## src/rtl/seq_div_pkg.sv

```systemverilog
// Shared types and constants for the sequential restoring divider.
package seq_div_pkg;

    typedef enum logic [1:0] {
        IDLE = 2'd0,
        RUN  = 2'd1,
        DONE = 2'd2
    } state_t;

    localparam int DEF_WIDTH = 8;

    // Counter must hold 2*WIDTH itself, hence the extra bit.
    function automatic int cnt_width(input int w);
        return $clog2(2 * w) + 1;
    endfunction

    localparam int CNT_W = cnt_width(DEF_WIDTH);

endpackage

```

## src/rtl/seq_divider_div_step.sv

```systemverilog
// One restoring-division step: shift in a dividend bit, trial-subtract.
module div_step #(
    parameter int WIDTH = 8
) (
    input  logic [WIDTH-1:0] prem,
    input  logic             bit_in,
    input  logic [WIDTH-1:0] divisor,
    output logic [WIDTH-1:0] prem_next,
    output logic             q_bit
);

    logic [WIDTH:0] shifted;
    logic [WIDTH:0] diff;

    // WIDTH+1 bit compare: the shifted value may exceed any WIDTH-bit divisor.
    assign shifted   = {prem, bit_in};
    assign diff      = shifted - {1'b0, divisor};
    assign q_bit     = shifted >= {1'b0, divisor};
    assign prem_next = q_bit ? diff[WIDTH-1:0] : shifted[WIDTH-1:0];

endmodule

```

## src/rtl/seq_divider.sv

```systemverilog
// Iterative restoring divider, 2*WIDTH / WIDTH, one quotient bit per cycle.
// Optional early exit for trivial operands: SEQ_DIVIDER_EARLY_EXIT_EN.
module seq_divider
    import seq_div_pkg::*;
#(
    parameter int WIDTH = DEF_WIDTH
) (
    input  logic               clk,
    input  logic               reset,
    input  logic               start,
    input  logic [2*WIDTH-1:0] dividend,
    input  logic [WIDTH-1:0]   divisor,
    output logic               ready,
    output logic               valid,
    output logic [2*WIDTH-1:0] quotient,
    output logic [WIDTH-1:0]   remainder,
    output logic               div_by_zero
);

    localparam int CW = cnt_width(WIDTH);

    state_t             state;
    state_t             state_nxt;
    logic [2*WIDTH-1:0] work;
    logic [WIDTH-1:0]   dvsr;
    logic [WIDTH-1:0]   prem;
    logic [CW-1:0]      count;
    logic [WIDTH-1:0]   step_rem;
    logic               step_q;
    logic               last;
    logic               early;

    div_step #(.WIDTH(WIDTH)) u_step (
        .prem      (prem),
        .bit_in    (work[2*WIDTH-1]),
        .divisor   (dvsr),
        .prem_next (step_rem),
        .q_bit     (step_q)
    );

    assign last = (count == CW'(1));

`ifdef SEQ_DIVIDER_EARLY_EXIT_EN
    assign early = (divisor == '0) ||
                   (dividend < {{WIDTH{1'b0}}, divisor});
`else
    assign early = 1'b0;
`endif

    always_comb begin
        state_nxt = state;
        ready     = 1'b0;
        valid     = 1'b0;
        unique case (state)
            IDLE: begin
                ready = 1'b1;
                if (start)
                    state_nxt = early ? DONE : RUN;
            end
            RUN: begin
                if (last)
                    state_nxt = DONE;
            end
            DONE: begin
                valid     = 1'b1;
                state_nxt = IDLE;
            end
            default: state_nxt = IDLE;
        endcase
    end

    always_ff @(posedge clk or negedge reset) begin
        if (!reset) begin
            state       <= IDLE;
            work        <= '0;
            dvsr        <= '0;
            prem        <= '0;
            count       <= '0;
            quotient    <= '0;
            remainder   <= '0;
            div_by_zero <= 1'b0;
        end else begin
            state <= state_nxt;
            unique case (state)
                IDLE: begin
                    if (start) begin
                        work  <= dividend;
                        dvsr  <= divisor;
                        prem  <= '0;
                        count <= CW'(2 * WIDTH);
                        if (early) begin
                            quotient    <= (divisor == '0) ? '1 : '0;
                            remainder   <= dividend[WIDTH-1:0];
                            div_by_zero <= (divisor == '0);
                        end
                    end
                end
                RUN: begin
                    // work doubles as quotient accumulator as dividend bits leave
                    prem  <= step_rem;
                    work  <= {work[2*WIDTH-2:0], step_q};
                    count <= count - CW'(1);
                    if (last) begin
                        quotient    <= {work[2*WIDTH-2:0], step_q};
                        remainder   <= step_rem;
                        div_by_zero <= (dvsr == '0);
                    end
                end
                default: ;
            endcase
        end
    end

endmodule

```

## config.mk

```make
export PLATFORM = sky130hd
export DESIGN_NAME = seq_divider
export DESIGN_NICKNAME = d
export VERILOG_FILES = /design/src/rtl/seq_div_pkg.sv /design/src/rtl/seq_divider_div_step.sv /design/src/rtl/seq_divider.sv
export SDC_FILE = /design/constraint.sdc
export NUM_CORES = 1
export LEC_CHECK = 0
export ABC_AREA = 1
export CORE_MARGIN = 2
export CORE_UTILIZATION = 50
export CTS_CLUSTER_DIAMETER = 200
export DETAILED_ROUTE_END_ITERATION = 7
export PLACE_DENSITY = 0.76
export SLEW_MARGIN = 25
export SYNTH_ARGS = -nofsm -noshare
export SYNTH_HDL_FRONTEND = slang
export SYNTH_SLANG_ARGS = --single-unit
export TNS_END_PERCENT = 50
```

## constraint.sdc

```tcl
create_clock -name clk -period 4.9 [get_ports clk]
set_input_delay 0.98 -clock clk [delete_from_list [all_inputs] [get_ports clk]]
set_output_delay 0.98 -clock clk [all_outputs]
set_load 0.02 [all_outputs]
```

==> results of run 1 <==
-- layer usage --
metal  vias up  global-route usage (%)  share of wire [%]
met4         0                    7.60                1.4
met1      1221                    30.8                 48
met3         9                    5.86                5.1
met2        72                    32.4                 45
li1       1294                       -                  -
met5         -                       0                  0
-- worst max-delay path: stages (launching register included) --
cell and delay [ns]:
dfrtp_1 0.39, nor2_1 0.15, clkdlybuf4s50_1 0.62
-- registers in the layout, indices dropped and copies added (netlist names) --
register     flops
state            2
div_by_zero      1
remainder        8
quotient        16
prem             8
work            16
dvsr             8
count            5
-- Yosys cell counts (2+ instances only) --
cell and instances:
inv_1 43, ha_1 10, nor2_1 13, nand2_2 8, buf_6 2, clkinv_1 2
clkbuf_1 5, nand2_1 117, a21oi_1 5, nand3_1 23, xor2_1 2, a22oi_1 14
o21ai_0 39, dfrtp_1 64, nand3b_1 3, buf_2 4, nand4_1 3
-- logic make-up (layout without fill, tap and decap cells) --
logic type	count (synthesis)	after routing
simple gates	172	172
flops	64	64
compound gates	61	61
buf+inv	57	115
fa+ha+maj	11	11
xor+xnor	3	3
-- power by group --
group	total, uW	switching [uW]	leakage, uW	internal (uW)
clock network	459	198	0.000103	262
logic	1570	964	0.00102	609
registers	916	146	0.000791	770
-- path summary, 6_finish.rpt --
check / slack, ns / cells past startpoint / to
setup / recovery: 2.43 / 2 / ready
hold / removal: 0.48 / 2 / remainder[3]$_DFFE_PN0P_
hold reg to reg: 0.48 / 2 / remainder[3]$_DFFE_PN0P_
setup reg to reg: 2.56 / 6 / div_by_zero$_DFFE_PN0P_
min in group asynchronous: 0.75 / 1 / quotient[10]$_DFFE_PN0P_
max in group asynchronous: 3.30 / 2 / dvsr[2]$_DFFE_PN0P_
-- area by class of cell --
| cell class | count | share of cell area [%] |
|---|---|---|
| multi-input combinational | 247 | 32.9 |
| timing repair buffer | 54 | 13.8 |
| inverter | 45 | 4.37 |
| clock buffer | 13 | 4.11 |
| sequential | 64 | 41.4 |
| clock inverter | 3 | 1.03 |
| tap | 75 | 2.43 |
-- stage by stage --
stage	hold slack, ns	utilization [%]	instances
floorplan	0.443	-	368
global placement	0.464	61.3	485
detailed placement	0.467	61.3	485
CTS	0.485	64.6	501
global route	0.500	64.6	501
finish	0.481	64.6	501
-- placed cells by master (no fill, tap or decap) --
cell             Yosys  final
nand2_8              1      1
nand4_1              3      3
nor3_1               1      1
nand3b_1             3      3
clkinv_2             0      2
nand3_2              1      1
xor2_1               2      2
clkbuf_8             1     11
nor2_4               1      1
xnor2_1              1      1
o22ai_1              1      1
fa_1                 1      1
o21ai_0             39     39
inv_2                0      1
bufinv_16            0      1
nand2_2              8      8
o31ai_1              1      1
nand2_1            117    117
nand3_1             23     23
inv_1               43     42
clkdlybuf4s50_1      0     52
buf_4                0      1
buf_2                4      1
nor2_1              13     13
nor2b_4              1      1
clkbuf_1             5      2
clkinv_1             2      2
o211ai_1             1      1
a22oi_1             14     14
ha_1                10     10
dfrtp_1             64     64
a21oi_1              5      5
==> run_results.csv, run 1 <==
group,metric,value,unit
worst_hold_path,worstHoldStart,"remainder[3]$_DFFE_PN0P_",
floorplanning,die_x,83.0,um
global_routing,grt_usage,21.7,%
timing,setup_slack,2.43,ns
placement,port_buffers,53,
critical_path,critical_path_class,"flop to output pin",
clock_tree,numCtsBuffers,9,
timing,grt_setup_unrepaired,"no",
drt,wl_per_cell,13.7,um
logic_synthesis,synth.area.mux_share,0,%
logic_synthesis,yosys.area.top_type,"dfrtp_1",
drt,drtIter0Drc,262,
logic_synthesis,syn_area_per_cell,8.47,sq um
logic_synthesis,async_flop_share,100,%
critical_path,critPathCaptureType,"output pin",
logic_synthesis,yosys.area_share.simple,24.2,%
drt,wl,6860,um
timing,slew_headroom,40.2,%
logic_synthesis,synth-seq-area-share,51.4,%
timing,fin_crit_sh,50.4,%
timing,setup_tns,0,ns
logic_synthesis,ys.warnings.count,0,
final_layout,n_fill_cell,504,
clock_tree,cts-htree-levels,3,
drt,final_antenna_net_count,0,
floorplanning,die_area,0.00688,sq mm
critical_path,startpoint,"state[0]$_DFFE_PN0P_",
floorplanning,core,0.00599,sq mm
clock_tree,clk_latency,0.34,ns
drt,remaining_drc_errors,0,
placement,place_congestion,0.800,
critical_path,worstPathArrival,1.49,ns
final_layout,final_nets,459,
global_routing,grt_pass1_wl,12000,um
drt,vias_per_cell,5.18,
final_layout,fin_area,0.00387,sq mm
global_routing,grt_pass1_vias,2447,
logic_synthesis,synth.net_count,406,
drt,vias,2596,
placement,placed_area,0.00367,sq mm
logic_synthesis,ys_top_cells_by_area,"dfrtp_1 51%, nand2_1 14%, o21ai_0 6.3%",
critical_path,worstSetupStartpointType,"flop",
power,total_power,2950,uW
clock_tree,post_cts_resized,0,
critical_path,cp.required,3.92,ns
clock_tree,clock_sinks,64,
timing,worst_pin_slew,0.895,ns
floorplanning,start_util,52.0,%
logic_synthesis,synth_top_family_by_area,"simple AND/OR/NAND/NOR gates",
critical_path,crit_fanout,3,
floorplanning,die_h,83.0,um
logic_synthesis,syn_inst,368,
logic_synthesis,synth.distinct_cells,28,
floorplanning,num_rows,28,
logic_synthesis,synth_compound_area_share,11.1,%
power,irDropWorstVdd,361,uV
clock_tree,clockBufferDepth,2,
logic_synthesis,synth-seq-cells,64,
outcome,status,"finished clean",
clock_tree,ctsHoldBuffers,0,
global_routing,grt-ovfl-total,0,
final_layout,seq_area,0.00160,sq mm
power,leakagePower,0.00191,uW
timing,setup_violations,0,
job,maxCapViolCount,0,
timing,slew_viol_final,0,
logic_synthesis,synth.top_cell.area_share,51.4,%
logic_synthesis,syn_area,0.00312,sq mm
final_layout,multi_input_area,0.00127,sq mm
placement,detailed_place_hpwl,4750,um
logic_synthesis,synth_fa_ha_area_share,4.65,%
clock_tree,clkTransAtPathRegs,0.07,ns
timing,min_period,2.47,ns
logic_synthesis,synth_ff_type,"dfrtp_1",
timing,clock_skew,0.00868,ns
final_layout,areaGrowthSynthToFinish,24.1,%
clock_tree,root_buffer,"clkbuf_8",
critical_path,regToRegStartpoint,"count[1]$_DFFE_PN0P_",
floorplanning,ios,54,
final_layout,drive_gt1_share,6.81,%
power,power.density,762,mW/mm^2
global_routing,grt_start_max_net_pins,42,
clock_tree,cts_setup_buffers,0,
timing,hold_violations,0,
final_layout,num_antenna_cells,0,
clock_tree,cts_tree,"built",
logic_synthesis,synthXorXnorAreaFrac,0.843,%
worst_hold_path,hold_path.class,"flop to flop",
placement,post-place-ws,2.10,ns
logic_synthesis,synth_edf_count,0,
global_routing,grt_antenna_before_repair,0,
timing,fmax,0.405,GHz
drt,drtPass1Iterations,5,
(Power assumes the default switching activity.)
==> inputs of run 2 (changes only) <==
Clock period 4.9 ns to 2.38 ns, I/O delays scaled along.
==> run_results.csv, run 2 (synthesis results as in run 1) <==
group,metric,value,unit
final_layout,n_fill_cell,497,
placement,post-place-ws,0.487,ns
clock_tree,clockBufferDepth,2,
critical_path,crit_fanout,3,
final_layout,drive_gt1_share,8.35,%
placement,port_buffers,53,
critical_path,worstSetupStartpointType,"flop",
floorplanning,num_rows,28,
final_layout,final_nets,464,
timing,worst_pin_slew,0.577,ns
timing,setup_tns,0,ns
floorplanning,core,0.00599,sq mm
global_routing,grt-ovfl-total,0,
floorplanning,start_util,52.0,%
clock_tree,clkTransAtPathRegs,0.07,ns
timing,setup_slack,0.418,ns
global_routing,grt_pass1_wl,12100,um
critical_path,critical_path_class,"flop to output pin",
critical_path,critPathSlowestCell,"clkdlybuf4s50_1",
drt,final_antenna_net_count,0,
worst_hold_path,hold_path.class,"input port to async pin",
timing,slew_headroom,61.4,%
clock_tree,post_cts_resized,0,
drt,drtIter0Drc,216,
drt,vias,2596,
timing,slew_viol_final,0,
critical_path,worstPathArrival,1.49,ns
drt,remaining_drc_errors,0,
global_routing,grt_antenna_before_repair,0,
power,irDropWorstVdd,689,uV
final_layout,num_antenna_cells,0,
clock_tree,cts_tree,"built",
critical_path,startpoint,"state[0]$_DFFE_PN0P_",
outcome,status,"finished clean",
global_routing,grtUsageMet2,33.9,%
timing,hold_violations,0,
placement,detailed_place_hpwl,4990,um
timing,setup_violations,0,
final_layout,areaGrowthSynthToFinish,25.9,%
placement,place_congestion,0.889,
timing,holdWs,0.114,ns
critical_path,worst-path-buf-inv,1,
power,power.density,1560,mW/mm^2
power,total_power,6120,uW
global_routing,grt_start_max_net_pins,43,
critical_path,path_delay_family,"buffers and inverters",
drt,wl,6950,um
drt,drtPass1Iterations,4,
floorplanning,die_h,83.0,um
global_routing,busiest_layer,"met2",
critical_path,critPathCaptureType,"output pin",
clock_tree,numCtsBuffers,9,
final_layout,layout_common_cells,"117 x nand2_1, 64 x dfrtp_1, 52 x clkdlybuf4s50_1",
timing,clock_skew,0.00632,ns
floorplanning,die_x,83.0,um
critical_path,cpPeakStageDelay,0.62,ns
timing,grt_setup_unrepaired,"no",
job,maxCapViolCount,0,
clock_tree,ctsHoldBuffers,0,
clock_tree,cts_setup_buffers,0,
power,leakagePower,0.00194,uW
global_routing,use_met1,30.2,%
drt,wl_per_cell,13.7,um
critical_path,cp.required,1.90,ns
clock_tree,clock_sinks,64,
final_layout,final_common_cell,"nand2_1",
critical_path,regToRegStartpoint,"prem[4]$_DFFE_PN0P_",
placement,placed_cells_incl_taps,490,
timing,fin_crit_sh,82.4,%
clock_tree,root_buffer,"clkbuf_8",
floorplanning,die_area,0.00688,sq mm
final_layout,reg.largest.list,"quotient: 16 flops, work: 16 flops",
clock_tree,clk_latency,0.34,ns
global_routing,grt_usage,21.5,%
global_routing,grt_pass1_vias,2603,
timing,fmax,0.510,GHz
timing,min_period,1.96,ns
global_routing,grtUsageMet3,4.37,%
floorplanning,ios,54,
critical_path,cp_cell_sequence,"nor2_1 > clkdlybuf4s50_1",
clock_tree,cts-htree-levels,3,
final_layout,fin_cells,506,
drt,vias_per_cell,5.13,
run 2: changes by cell type in the layout (fill, tap and decap cells not counted), sizes merged:
| cell | before | now |
|---|---|---|
| buf | 2 | 7 |
| clkbuf | 13 | 11 |
| clkinvlp | 0 | 2 |
run 2: layout make-up:
cell class                 count  area [sq um]  area share (%)
clock buffer                  11           151            3.86
clock inverter                 5          55.1            1.40
inverter                      45           169            4.30
multi-input combinational    247          1270            32.4
sequential                    64          1600            40.8
tap                           75          93.8            2.39
timing repair buffer          59           583            14.9
run 2: path summary, 6_finish.rpt:
kind / to / cells past startpoint / slack (ns)
hold / removal: quotient[11]$_DFFE_PN0P_ / 1 / 0.11
setup reg to reg: prem[3]$_DFFE_PN0P_ / 10 / 0.51
hold reg to reg: remainder[7]$_DFFE_PN0P_ / 2 / 0.48
min in group clk: remainder[7]$_DFFE_PN0P_ / 2 / 0.48
setup / recovery: ready / 2 / 0.42
max in group asynchronous: prem[2]$_DFFE_PN0P_ / 2 / 1.65
run 2: report_power, final:
part           leakage [uW]  switching (uW)  internal (uW)
clock network      0.000101             419            537
logic               0.00105            1990           1290
registers          0.000791             295           1580
total               0.00194            2700           3410
run 2: metal layers:
metal  vias to the layer above  share of wire [%]
met1                      1216                 45
li1                       1297                  -
met5                         -                  0
met4                         0                1.1
met2                        73                 48
met3                        10                5.6
run 2: stage by stage:
step,util (%),cell area (sq um)
after global placement,62.1,3720
after global routing,65.5,3930
after CTS,65.5,3930
after detailed placement,62.1,3720
after floorplan,-,3120
final,65.5,3930
==> inputs of run 3 (changes only) <==
Clock period 2.38 ns to 1.9 ns, I/O delays scaled along.
==> run_results.csv, run 3 (synthesis results as in run 1) <==
group,metric,value,unit
floorplanning,num_rows,28,
clock_tree,cts_tree,"built",
final_layout,n_fill_cell,476,
floorplanning,die_h,83.0,um
critical_path,worstSetupStartpointType,"flop",
floorplanning,ios,54,
job,maxCapViolCount,0,
timing,setup_violations,0,
drt,drtIter0Drc,166,
clock_tree,clkTransAtPathRegs,0.08,ns
drt,drtPass1Iterations,4,
timing,slew_viol_final,0,
timing,fin_crit_sh,93.5,%
floorplanning,die_x,83.0,um
clock_tree,cts-htree-levels,3,
power,leakagePower,0.00202,uW
global_routing,grt_antenna_before_repair,0,
drt,final_antenna_net_count,0,
global_routing,grt-ovfl-total,0,
power,total_power,8370,uW
final_layout,drive_gt1_share,11.0,%
critical_path,critical_path_class,"flop to flop",
critical_path,crit_fanout,9,
floorplanning,core,0.00599,sq mm
critical_path,worstPathArrival,2.00,ns
timing,fmax,0.563,GHz
timing,slew_headroom,75.9,%
clock_tree,root_buffer,"clkbuf_8",
clock_tree,clockBufferDepth,2,
drt,vias,2617,
clock_tree,clk_latency,0.34,ns
timing,min_period,1.78,ns
final_layout,layout_common_cells,"116 x nand2_1, 64 x dfrtp_1, 50 x clkdlybuf4s50_1",
drt,vias_per_cell,5.13,
placement,detailed_place_hpwl,4780,um
clock_tree,ctsHoldBuffers,0,
placement,place_congestion,0.928,
outcome,status,"finished clean",
timing,clock_skew,0.0127,ns
timing,worst_pin_slew,0.360,ns
final_layout,final_common_cell,"nand2_1",
power,power.density,2040,mW/mm^2
critical_path,critPathCaptureType,"flop",
placement,port_buffers,53,
worst_hold_path,hold_path.class,"input port to async pin",
drt,remaining_drc_errors,0,
drt,wl,7010,um
clock_tree,numCtsBuffers,9,
drt,wl_per_cell,13.8,um
final_layout,fin_util,68.6,%
global_routing,grt_usage,20.9,%
global_routing,grt_pass1_wl,11800,um
final_layout,reg.largest.list,"quotient: 16 flops, work: 16 flops",
final_layout,num_antenna_cells,0,
final_layout,areaGrowthSynthToFinish,31.8,%
timing,hold_violations,0,
global_routing,grt_start_max_net_pins,65,
floorplanning,die_area,0.00688,sq mm
power,irDropWorstVdd,1110,uV
floorplanning,start_util,52.0,%
global_routing,grt_pass1_vias,2517,
critical_path,cp.required,2.13,ns
clock_tree,clock_sinks,64,
final_layout,final_nets,468,
[run 3: cell types whose count changed in the layout (fill, tap and decap cells not counted), moves of 2 or more]
cell	before	now
buf_12	1	3
bufinv_16	1	3
clkdlybuf4s50_1	52	50
clkinv_2	2	0
ha_1	10	5
ha_4	0	5
[run 3: layer usage]
metal  routed length [um]  vias up  share of wire (%)  track usage [%]
met4                   97        0                1.4             7.75
met5                    0        -                  0                0
met3                  392        8                5.6             4.47
li1                     -     1309                  -                -
met1                 3310     1222                 47             29.7
met2                 3210       78                 46             31.7
[run 3: critical path: stages, from the launching register on]
cell	delay [ns]
dfrtp_1	0.39
inv_1	0.09
ha_1	0.33
nand2_1	0.11
inv_1	0.06
nand3_2	0.07
nor2b_4	0.16
buf_12	0.14
nand2_8	0.08
nand2_2	0.06
nand2_2	0.05
nand2_1	0.07
nand2_1	0.05
[run 3: stage by stage]
stage	cell area (sq um)	TNS [ns]	cells	setup slack, ns	hold slack (ns)
after floorplan	3120	0	368	0.275	0.0844
after global placement	3750	0	492	0.0820	0.420
after detailed placement	3750	0	492	0.0596	0.420
after CTS	4000	0	508	0.0394	0.0517
after global routing	4110	-0.00599	510	-0.00409	0.0498
final	4110	0	510	0.124	0.0360
[run 3: layout make-up]
type	count	area [sq um]	share of cell area (%)
clock buffer	10	138	3.35
timing repair buffer	62	632	15.4
clock inverter	6	115	2.80
inverter	45	169	4.11
tap	75	93.8	2.28
sequential	64	1600	39.0
multi-input combinational	248	1360	33.1
[run 3: report_power, final]
group | leakage (uW) | switching, uW | total, uW | internal (uW)
logic | 0.00110 | 2630 | 4520 | 1890
clock network | 0.000123 | 563 | 1480 | 914
registers | 0.000791 | 392 | 2370 | 1980
total | 0.00202 | 3580 | 8370 | 4790
[run 3: worst paths after layout]
check                                         from                  endpoint  slack (ns)  depth (start not counted)
min reg2reg                quotient[1]$_DFFE_PN0P_   quotient[1]$_DFFE_PN0P_        0.47                          2
min                                          reset      work[10]$_DFFE_PN0P_        0.04                          2
max in group asynchronous                    reset       prem[5]$_DFFE_PN0P_        1.58                          2
min in group clk           quotient[1]$_DFFE_PN0P_   quotient[1]$_DFFE_PN0P_        0.47                          2
max                            dvsr[1]$_DFFE_PN0P_  remainder[3]$_DFFE_PN0P_        0.12                         12
max reg2reg                    dvsr[1]$_DFFE_PN0P_  remainder[3]$_DFFE_PN0P_        0.12                         12
[run 3: repair_timing]
| item | 4_1_cts | 5_1_grt |
|---|---|---|
| endpoints found under the setup margin | 1 | 17 |
| buffers inserted | 0 | 1 |
| pin swaps | 0 | 1 |
| gates resized for setup | 1 | 14 |
| cloned | 0 | 1 |
